===== src/rtl/lamp_driver.sv =====
// Three-channel lamp PWM driver: fades the duty toward a luminosity-derived target and
// switches colour only at PWM period boundaries so no channel ever emits a runt pulse.
module lamp_driver #(
  parameter int unsigned         PWM_BITS = 8,
  parameter int unsigned         FADE_DIV = 4,
  parameter logic [PWM_BITS-1:0] LVL_HIGH = PWM_BITS'(255),
  parameter logic [PWM_BITS-1:0] LVL_MID  = PWM_BITS'(170),
  parameter logic [PWM_BITS-1:0] LVL_LOW  = PWM_BITS'(85)
) (
  input  logic                clk,
  input  logic                reset,
  input  logic [1:0]          luminosity,
  input  logic [1:0]          color,
  output logic                pwm_r,
  output logic                pwm_g,
  output logic                pwm_b,
  output logic [PWM_BITS-1:0] duty,
  output logic                busy
);

  localparam int unsigned PreW = (FADE_DIV > 1) ? $clog2(FADE_DIV) : 1;
  // Counter stops one short of all-ones so a full-scale duty keeps the channel solidly on.
  localparam logic [PWM_BITS-1:0] CntMax = {{(PWM_BITS-1){1'b1}}, 1'b0};
  localparam logic [PreW-1:0]     PreMax = PreW'(FADE_DIV - 1);

  typedef enum logic [1:0] {StIdle, StFadeUp, StFadeDown} state_e;

  state_e              state_q, state_d;
  logic [1:0]          lum_q, col_q, col_act_q;
  logic [PWM_BITS-1:0] pwm_cnt_q, duty_q, duty_d, target;
  logic [PreW-1:0]     pre_q;
  logic                pwm_r_q, pwm_g_q, pwm_b_q;
  logic                tick, wrap, chan_on;
  logic [2:0]          mask;

  always_comb begin
    target = '0;
    case (lum_q)
      2'b11:   target = LVL_HIGH;
      2'b10:   target = LVL_MID;
      2'b01:   target = LVL_LOW;
      default: target = '0;
    endcase
  end

  assign tick    = (pre_q == PreMax);
  assign wrap    = (pwm_cnt_q == CntMax);
  assign chan_on = (pwm_cnt_q < duty_q);

  always_comb begin
    mask = 3'b111;
    unique case (col_act_q)
      2'b00: mask = 3'b111;
      2'b01: mask = 3'b100;
      2'b10: mask = 3'b010;
      2'b11: mask = 3'b001;
    endcase
  end

  always_ff @(posedge clk) begin
    if (reset) begin
      lum_q     <= 2'b00;
      col_q     <= 2'b00;
      col_act_q <= 2'b00;
      pwm_cnt_q <= '0;
      pre_q     <= '0;
      duty_q    <= '0;
      pwm_r_q   <= 1'b0;
      pwm_g_q   <= 1'b0;
      pwm_b_q   <= 1'b0;
    end else begin
      lum_q     <= luminosity;
      col_q     <= color;
      pwm_cnt_q <= wrap ? '0 : pwm_cnt_q + PWM_BITS'(1);
      pre_q     <= tick ? '0 : pre_q + PreW'(1);
      duty_q    <= duty_d;
      if (wrap) col_act_q <= col_q;
      pwm_r_q   <= chan_on & mask[2];
      pwm_g_q   <= chan_on & mask[1];
      pwm_b_q   <= chan_on & mask[0];
    end
  end

  // Fade FSM: state register.
  always_ff @(posedge clk) begin
    if (reset) state_q <= StIdle;
    else       state_q <= state_d;
  end

  // Fade FSM: direction chosen afresh every clock, so a new target simply reverses the fade.
  always_comb begin
    state_d = StIdle;
    if (duty_q < target)      state_d = StFadeUp;
    else if (duty_q > target) state_d = StFadeDown;
  end

  // Fade FSM: outputs. The target compare guards against overshoot when the target moves.
  always_comb begin
    duty_d = duty_q;
    if (tick) begin
      case (state_q)
        StFadeUp:   if (duty_q < target) duty_d = duty_q + PWM_BITS'(1);
        StFadeDown: if (duty_q > target) duty_d = duty_q - PWM_BITS'(1);
        default:    duty_d = duty_q;
      endcase
    end
  end

  assign busy  = (state_q != StIdle);
  assign duty  = duty_q;
  assign pwm_r = pwm_r_q;
  assign pwm_g = pwm_g_q;
  assign pwm_b = pwm_b_q;

endmodule


===== config.mk =====
export PLATFORM = sky130hd
export DESIGN_NAME = lamp_driver
export DESIGN_NICKNAME = d
export VERILOG_FILES = /design/src/rtl/lamp_driver.sv
export SDC_FILE = /design/constraint.sdc
export NUM_CORES = 1
export LEC_CHECK = 0
export BUFFER_PORTS_ARGS = -buffer_cell sky130_fd_sc_hd__buf_2
export CAP_MARGIN = 40
export CORE_MARGIN = 4
export CORE_UTILIZATION = 58
export CTS_CLUSTER_DIAMETER = 50
export DETAILED_ROUTE_END_ITERATION = 8
export PLACE_DENSITY = 0.88
export SKIP_LAST_GASP = 1
export SLEW_MARGIN = 10
export SYNTH_ARGS = -nofsm -noshare
export SYNTH_HDL_FRONTEND = slang
export SYNTH_SLANG_ARGS = --single-unit

===== constraint.sdc =====
create_clock -name clk -period 2.5 [get_ports clk]
set_input_delay 0.25 -clock clk [delete_from_list [all_inputs] [get_ports clk]]
set_output_delay 0.25 -clock clk [all_outputs]
set_load 0.05 [all_outputs]

==> results of run 1 <==
==> logic make-up after synthesis <==
group | count (synthesis)
flops | 29
mux | 2
simple gates | 57
xor+xnor | 8
fa+ha+maj | 31
buf+inv | 22
compound gates | 48
==> state kept, by name, indices dropped and copies added, names as in the netlist <==
| register | flops |
|---|---|
| lum_q | 2 |
| col_q | 2 |
| state_q | 2 |
| pwm_cnt_q | 8 |
| duty | 8 |
| pwm_r | 1 |
| col_act_q | 2 |
| pwm_g | 1 |
| pre_q | 2 |
| pwm_b | 1 |
==> critical path: cells and delay by family (launching register included) <==
family,cells,cell delay (ns)
compound gates,3,0.52
fa+ha+maj,1,0.32
buf+inv,1,0.08
flops,1,0.31
simple gates,3,1.02
==> routing by layer <==
layer / wire (um) / share of wire [%] / vias to the layer above
li1: - / - / 757
met1: 1670 / 46 / 668
met2: 1690 / 46 / 39
met3: 202 / 5.5 / 11
met4: 89 / 2.4 / 0
met5: 0 / 0 / -
==> power by group through the flow <==
stage | sequential [W] | combinational (W) | clock (W)
2_1_floorplan | 0.000530 | 0.0000864 | 0
3_3_place_gp | 0.000506 | 0.000145 | 0
3_5_place_dp | 0.000506 | 0.000150 | 0
4_1_cts | 0.000496 | 0.000150 | 0.000280
5_1_grt | 0.000499 | 0.000170 | 0.000305
6_report | 0.000495 | 0.000150 | 0.000271
==> repair_timing <==
item / 4_1_cts / 5_1_grt
endpoints found under the setup margin: 0 / 2
hold buffers: 0 / 0
resized for setup: 0 / 1
buffers inserted: 0 / 0
==> final timing paths <==
path / from / to / slack [ns] / cells past startpoint
setup / recovery: lum_q[1]$_SDFF_PP0_ / duty[7]$_SDFFE_PP0P_ / 0.17 / 8
hold / removal: color[0] / col_q[0]$_SDFF_PP0_ / 0.13 / 2
setup reg to reg: lum_q[1]$_SDFF_PP0_ / duty[7]$_SDFFE_PP0P_ / 0.17 / 8
hold reg to reg: pre_q[0]$_SDFF_PP0_ / pre_q[0]$_SDFF_PP0_ / 0.44 / 1
==> cells in the final DEF, fill, tap and decap left out, drive strengths merged, types with 2 or more instances in the layout <==
cell type / n
nand4: 2
a21oi: 18
ha: 30
and4: 2
nor2: 18
nand2b: 4
dfxtp: 29
and2: 2
xnor2: 5
nor3: 3
a211oi: 2
clkinv: 2
clkbuf: 6
nand2: 3
a21o: 4
nand3: 9
xor2: 3
mux2i: 2
o31ai: 3
buf: 25
inv: 20
and3: 2
o21ai: 14
nor2b: 5
==> per-stage QoR <==
stage                     setup WS, ns  hold slack (ns)
after floorplan               0.000477            0.378
after global placement           0.206            0.423
after detailed placement         0.150            0.437
after CTS                        0.137            0.118
after global routing            0.0252            0.115
final                            0.170            0.132
==> synth_stat cells, types with 4 or more instances <==
| cell type | instances | area share [%] |
|---|---|---|
| a21o_1 | 4 | 1.7 |
| nand3_1 | 9 | 2.6 |
| inv_1 | 20 | 4.3 |
| o21ai_0 | 12 | 3.4 |
| nor2b_1 | 5 | 1.8 |
| ha_1 | 30 | 21 |
| a21oi_1 | 18 | 5.1 |
| nor2_1 | 18 | 3.8 |
| nand2b_1 | 4 | 1.4 |
| dfxtp_1 | 29 | 33 |
| xnor2_1 | 5 | 2.5 |
==> area by class of cell <==
| class | count | area share (%) |
|---|---|---|
| inverters | 20 | 3.76 |
| multi-input cells | 146 | 55.3 |
| flip-flops and latches | 29 | 29.1 |
| clock buffers | 6 | 2.07 |
| clock inverters | 2 | 0.502 |
| repair buffers | 25 | 7.28 |
| well taps | 31 | 1.94 |
==> metrics, run 1 <==
status=finished, final reports clean; largest net degree at the start of global routing=22; Post-Place Cell Area=1940 sq um; Post-DP HPWL=2910 um; DR DRC count=0; Sequential Area=581 sq um; wire per inst=14.1 um; Worst EP required=about 2.8 ns; Final Critical Period=approximately 2.3 ns; mux contribution to synthesized area=1.13%; root buf cell=clkbuf_4; worst setup path class=flip-flop to flip-flop; CP arrival=2.58 ns; final-report hold violation count=0; Worst VDD drop=between 0.3 and 0.4 mV; total track usage=21.0%; area grow syn2layout=13.0%; DIE HEIGHT=63.2 um; initial antenna violation count=0; H-tree Lvls=2; Synth Cell Area=1760 sq um; Vias/cell=5.69; Core Region=approximately 2800 sq um; Setup Viol. Count Final=0; first-pass GRT wire length=6670 um; post-synth cell types=40; part of the power in combinational logic=roughly 16%; Max-Cap Viols=0; xor/xnor cell area share of the yosys netlist=3.97%; worst-skew pair later-pin latency=0.33 ns; Final Max Tran Viols=0; Yosys reg bits=29; CP Cell Sequence=inv_1 -> ha_1 -> a211oi_2 -> nor2_1 -> and4bb_4 -> o311ai_2 -> or4_1 -> a21oi_1; Final ANT Viol Nets=0; met3 Use GR=between 6 and 7%; complex-gate fraction of the synthesized area=17.1%; placer congestion estimate=1.01; Die ar.=3990 sq um; aggregate routed wire length=3640 um; yosys warns=0; CP Capture Type=flip-flop; Pleak=~0.88 nW; post-route clock period utilization=93.2%; RSZ-0062 raised after global routing=no; clock power share=29.6%; clock sink count=29; clock skew=0.0145 ns; Congestion Overflow GR=0; Hold Path Class=primary input to flip-flop; # fillers=213; Max stage delay on crit path=0.54 ns; worst slew pin tran=~0.54 ns; Simple-Gate Fraction of Synth Area=17.8%; Initial DRC Count=71; Setup TNS=0 ns; PortBufs=17; Startpoint Class=flip-flop; worst-path maximum fanout=8; Num CTS Buffers=5; Global Route met2 Usage=32.8%; Mapped Avg Cell Area=8.96 sq um; max_slew headroom=between 60% and 70%; vias=1475; P_int=between 0.0006 and 0.0007 W; CTS tree=yes; ANT cells=0; GRT Max-Usage Layer=met2; switching portion of total power=29.8%; clock slew at the register clock pins of the worst setup and hold paths=0.09 ns; total power=0.000917 W; Post-Syn Instances=197; largest family of logic cells by synthesized area=adder cells; Post-Synth Adder-Cell Area=22.4%; sequential share of power=between 50% and 60%; multi-input gate area in the final layout=1100 sq um; Die Wd=~63 um; Placed Cells=251; layout cells sized above 1=17.1%; Highest Clock Rate=429 MHz; final layout net count=264; NetSw=0.000273 W; Starting Density=62.4%; net count after synthesis=between 200 and 250; ports placed on the boundary=18; # rows=19; maximum root-to-sink buffer count=2; asr flop ratio synth=0%; vias in the first global route=1523; Non-Filler Instances=259; slowest CP cell=or4_1; Primary FF master, synth=dfxtp_1; number of flops mapped to enable cells by yosys=0; P per Cell Area=460 nW/um^2; Initial DRT Pass Iterations=4; cell area after layout=1990 sq um; sequential area share after synthesis=32.9%; Finished Core Util=70.5%; met1 Track Usage GR=approximately a quarter
(Power assumes the default switching activity.)
==> inputs of run 2 (changes only) <==
REMOVE_ABC_BUFFERS = 1   (was unset)
==> metrics, run 2 (synthesis gave the netlist of run 1 again) <==
status=finished, final reports clean; Final ANT Viol Nets=0 (unchanged); vias in the first global route=1442 (-5.3%); Final Max Tran Viols=0 (unchanged); H-tree Lvls=2 (unchanged); Min Hold Slack=0.128 ns (-0.00415 ns); Initial DRC Count=89 (+25%); post-cts repair resize count=0 (unchanged); commonest cells after routing, fill and taps aside=ha_1 (29), dfxtp_1 (29), inv_1 (20); Buf+Inv Stages, Crit Path=1 (unchanged); Max-Cap Viols=0 (unchanged); Worst EP required=2.76 ns (about the same); highest metal used=met4; Die Wd=63.2 um (unchanged); Pleak=0.862 nW (-2.2%); DIE HEIGHT=63.2 um (unchanged); Congestion Overflow GR=0 (unchanged); area grow syn2layout=11.6%; DRT met1 WL=1670 um (about the same); Placed Cells=247 (-1.6%); ANT cells=0 (unchanged); initial antenna violation count=0 (unchanged); P per Cell Area=464 nW/um^2 (+0.83%); placer congestion estimate=0.871 (-13%); # rows=19 (unchanged); reg2reg start=state_q[0]$_SDFF_PP0_; CP Capture Type=flip-flop; met3 wire length=180 um (-11%); Highest Clock Rate=428 MHz (-0.39%); largest net degree at the start of global routing=22 (unchanged); worst-path maximum fanout=9 (+1); wire per inst=14.4 um (+2.6%); worst setup path class=flip-flop to flip-flop; PortBufs=17 (unchanged); Post-Place Cell Area=1910 sq um (-1.5%); Setup Viol. Count Final=0 (unchanged); worst-skew pair later-pin latency=0.33 ns (about the same); total track usage=20.6% (-0.36 points); Post-DP HPWL=2820 um (-2.9%); slowest CP cell=or4_1; clock sink count=29 (unchanged); Non-Filler Instances=255 (-1.5%); clock slew at the register clock pins of the worst setup and hold paths=0.09 ns (about the same); layout cells sized above 1=16.1% (-1.0 points); Hold Path Class=primary input to flip-flop; CP top delay family=adder cells; final layout net count=260 (-1.5%); aggregate routed wire length=3680 um (+1.0%); maximum root-to-sink buffer count=2 (unchanged); cell area after layout=1970 sq um (-1.3%); worst slew pin tran=0.569 ns (+0.0276 ns); first-pass GRT wire length=6500 um (-2.6%); Vias/cell=5.76 (+1.1%); post-route clock period utilization=93.6% (+0.37 points); Core Region=2830 sq um (unchanged); ports placed on the boundary=18 (unchanged); Initial DRT Pass Iterations=4 (unchanged); met2 WL=1770 um (+4.9%); Worst Setup SP=state_q[0]$_SDFF_PP0_; Hold-fix buffers, CTS=0 (unchanged); total power=0.000913 W (-0.43%); Num CTS Buffers=5 (unchanged); final-report hold violation count=0 (unchanged); # Post-CTS Setup Buffers=0 (unchanged); vias=1468 (-0.47%); Worst VDD drop=0.376 mV (-2.4%); hold path start=color[1]; Starting Density=62.4% (unchanged); Die ar.=3990 sq um (unchanged); DR DRC count=0 (unchanged); CP Cell Sequence=inv_1 -> ha_2 -> ha_1 -> and2_1 -> o21ai_0 -> a31o_2 -> xnor2_1 -> or4_1 -> a21oi_1; CP arrival=2.60 ns (+0.02 ns); # fillers=242 (+14%); CTS tree=yes; Final Critical Period=2.34 ns (+0.00923 ns); max_slew headroom=61.8% (-1.8 points); clock skew=0.00681 ns (-0.00765 ns); Startpoint Class=flip-flop; Max stage delay on crit path=0.40 ns (-0.14 ns); RSZ-0062 raised after global routing=yes; root buf cell=clkbuf_4
run 2: path summary, 6_finish.rpt:
path / to / slack (ns) / depth (start not counted)
max reg2reg: duty[7]$_SDFFE_PP0P_ / 0.16 / 9
min reg2reg: pre_q[0]$_SDFF_PP0_ / 0.44 / 1
min: col_q[1]$_SDFF_PP0_ / 0.13 / 2
max: duty[7]$_SDFFE_PP0P_ / 0.16 / 9
run 2: area by class of cell:
type	count	area (sq um)	share of cell area, %
Tap cell	31	38.8	1.97
Timing Repair Buffer	21	115	5.84
Clock buffer	6	41.3	2.10
Clock inverter	2	10.0	0.508
Sequential cell	29	581	29.5
Multi-Input combinational cell	146	1110	56.3
Inverter	20	75.1	3.81
run 2: through the flow:
step | setup slack, ns | util, % | setup TNS (ns)
after floorplan | 0.00127 | - | 0
after global placement | 0.177 | 67.5 | 0
after detailed placement | 0.101 | 67.5 | 0
after CTS | 0.0644 | 69.3 | 0
after global routing | -0.00993 | 69.6 | -0.00993
final | 0.161 | 69.6 | 0
run 2: routing by layer:
metal	track usage, %	vias to the layer above
met1	25.3	675
met5	0	-
li1	-	750
met3	4.97	7
met2	34.3	36
met4	8.82	0
run 2: power breakdown:
| group | leakage, nW | internal, W | switching (W) |
|---|---|---|---|
| Combinational | 0.593 | 0.0000524 | 0.0000948 |
| Sequential | 0.237 | 0.000483 | 0.0000123 |
| Clock | 0.0320 | 0.000107 | 0.000164 |
| Total | 0.862 | 0.000642 | 0.000271 |
==> inputs of run 3 (changes only) <==
BUFFER_PORTS_ARGS = unset   (was -buffer_cell sky130_fd_sc_hd__buf_2)
CAP_MARGIN = 20   (was 40)
CORE_UTILIZATION = 60   (was 58)
DONT_BUFFER_PORTS = 1   (was unset)
PLACE_DENSITY = 0.87   (was 0.88)
==> metrics, run 3 (synthesis gave the netlist of run 1 again) <==
Final Max Tran Viols=0 (unchanged); commonest cells after routing, fill and taps aside=ha_1 (29), dfxtp_1 (29), inv_1 (20); H-tree Lvls=2 (unchanged); P per Cell Area=488 nW/um^2 (+5.2%); worst-skew pair later-pin latency=0.33 ns (about the same); placer congestion estimate=0.847 (-2.7%); Highest Clock Rate=427 MHz (-0.18%); max_slew headroom=56.4% (-5.4 points); vias=1554 (+5.9%); Num CTS Buffers=5 (unchanged); clock slew at the register clock pins of the worst setup and hold paths=0.09 ns (about the same); Finished Core Util=71.5% (+1.9 points); ports placed on the boundary=18 (unchanged); Placed Cells=238 (-3.6%); Pleak=0.839 nW (-2.7%); CP arrival=2.56 ns (-0.04 ns); initial antenna violation count=0 (unchanged); post-route clock period utilization=93.7% (+0.16 points); Congestion Overflow GR=0 (unchanged); # Post-CTS Setup Buffers=0 (unchanged); Setup Slack @ Placement=0.0767 ns (-0.0239 ns); Worst path most repeated cell=inv_1; final-report hold violation count=0 (unchanged); ANT cells=0 (unchanged); Buf+Inv Stages, Crit Path=2 (+1); CTS tree=yes; vias in the first global route=1661 (+15%); CP top delay family=compound AO/OA/AOI/OAI gates; area grow syn2layout=12.7%; Die ar.=3870 sq um (-2.9%); layout cells sized above 1=12.4% (-3.6 points); wire per inst=17.5 um (+21%); Startpoint Class=flip-flop; Worst VDD drop=0.481 mV (+28%); worst-path maximum fanout=9 (unchanged); Non-Filler Instances=248 (-2.7%); slowest CP cell=fa_1; final layout net count=253 (-2.7%); Worst EP required=2.71 ns (-0.05 ns); DR DRC count=0 (unchanged); Max stage delay on crit path=0.38 ns (-0.02 ns); Initial DRC Count=89 (unchanged); clock skew=0.00640 ns (-0.000402 ns); total track usage=23.7% (+3.1 points); clock sink count=29 (unchanged); worst slew pin tran=0.651 ns (+0.0819 ns); maximum root-to-sink buffer count=2 (unchanged); worst setup path class=flip-flop to flip-flop; Starting Density=63.4% (+1.1 points); PortBufs=0 (-17); first-pass GRT wire length=7460 um (+15%); root buf cell=clkbuf_4; Setup TNS=0 ns (unchanged); Post-DP HPWL=3270 um (+16%); Min Hold Slack=0.0289 ns (-0.0993 ns); Hold Path Class=primary input to flip-flop; aggregate routed wire length=4340 um (+18%); RSZ-0062 raised after global routing=no; # rows=19 (unchanged); Max-Cap Viols=0 (unchanged); Vias/cell=6.27 (+8.8%); Core Region=2780 sq um (-1.7%); largest net degree at the start of global routing=17 (-23%); CP Capture Type=flip-flop; Die Wd=62.2 um (-1.5%); Final Critical Period=2.34 ns (+0.00412 ns); CP Cell Sequence=inv_1 -> ha_4 -> inv_1 -> fa_1 -> nand2b_1 -> a21oi_1 -> o21ai_0 -> and3_1 -> o2111ai_1 -> o31ai_1; Final ANT Viol Nets=0 (unchanged); Initial DRT Pass Iterations=4 (unchanged); DIE HEIGHT=62.2 um (-1.5%); Setup Viol. Count Final=0 (unchanged); status=finished, final reports clean; final worst slack=0.157 ns (-0.00412 ns); # fillers=191 (-21%)
## run 3: cell types whose count changed in the layout (fill, tap and decap cells not counted), sizes merged
cell,delta
buf,-9
clkbuf,+1
dlygate4sd3,+2
clkinv,-1
## run 3: per-layer routing
layer	GRT usage (%)	part of all wire [%]	vias to the layer above
li1	-	-	740
met3	7.57	5.1	26
met2	40.2	50	53
met1	24.7	39	735
met5	0	0	-
met4	15.7	6.1	0
## run 3: per-stage QoR
stage	area, sq um	total power (W)
detailed placement	1890	0.000647
finish	1990	0.000970
floorplan	1760	0.000613
CTS	1970	0.000967
global route	1990	0.00102
global placement	1890	0.000635
## run 3: worst paths after layout
| path | depth (start not counted) | slack [ns] | startpoint | endpoint |
|---|---|---|---|---|
| hold / removal | 1 | 0.03 | reset | duty[6]$_SDFFE_PP0P_ |
| hold reg to reg | 1 | 0.46 | pre_q[0]$_SDFF_PP0_ | pre_q[0]$_SDFF_PP0_ |
| setup reg to reg | 10 | 0.16 | state_q[0]$_SDFF_PP0_ | duty[6]$_SDFFE_PP0P_ |
| setup / recovery | 10 | 0.16 | state_q[0]$_SDFF_PP0_ | duty[6]$_SDFFE_PP0P_ |
## run 3: power breakdown
part	internal, W	total, W	switching (W)
clock	0.000163	0.000322	0.000159
combinational	0.0000517	0.000130	0.0000780
sequential	0.000483	0.000519	0.0000355
## run 3: final cells by class
cell class | instances | area [sq um] | area share, %
multi-input cells | 146 | 1110 | 56.0
flip-flops and latches | 29 | 581 | 29.2
repair buffers | 14 | 110 | 5.54
inverters | 20 | 75.1 | 3.78
clock buffers | 7 | 65.1 | 3.27
well taps | 31 | 38.8 | 1.95
clock inverters | 1 | 5.00 | 0.252
## run 3: what timing repair did
item / in CTS / in global routing
endpoints found under the hold margin: 16 / 2
hold buffers: 1 / 1
resized for setup: 0 / 2
setup endpoints to repair: 0 / 2
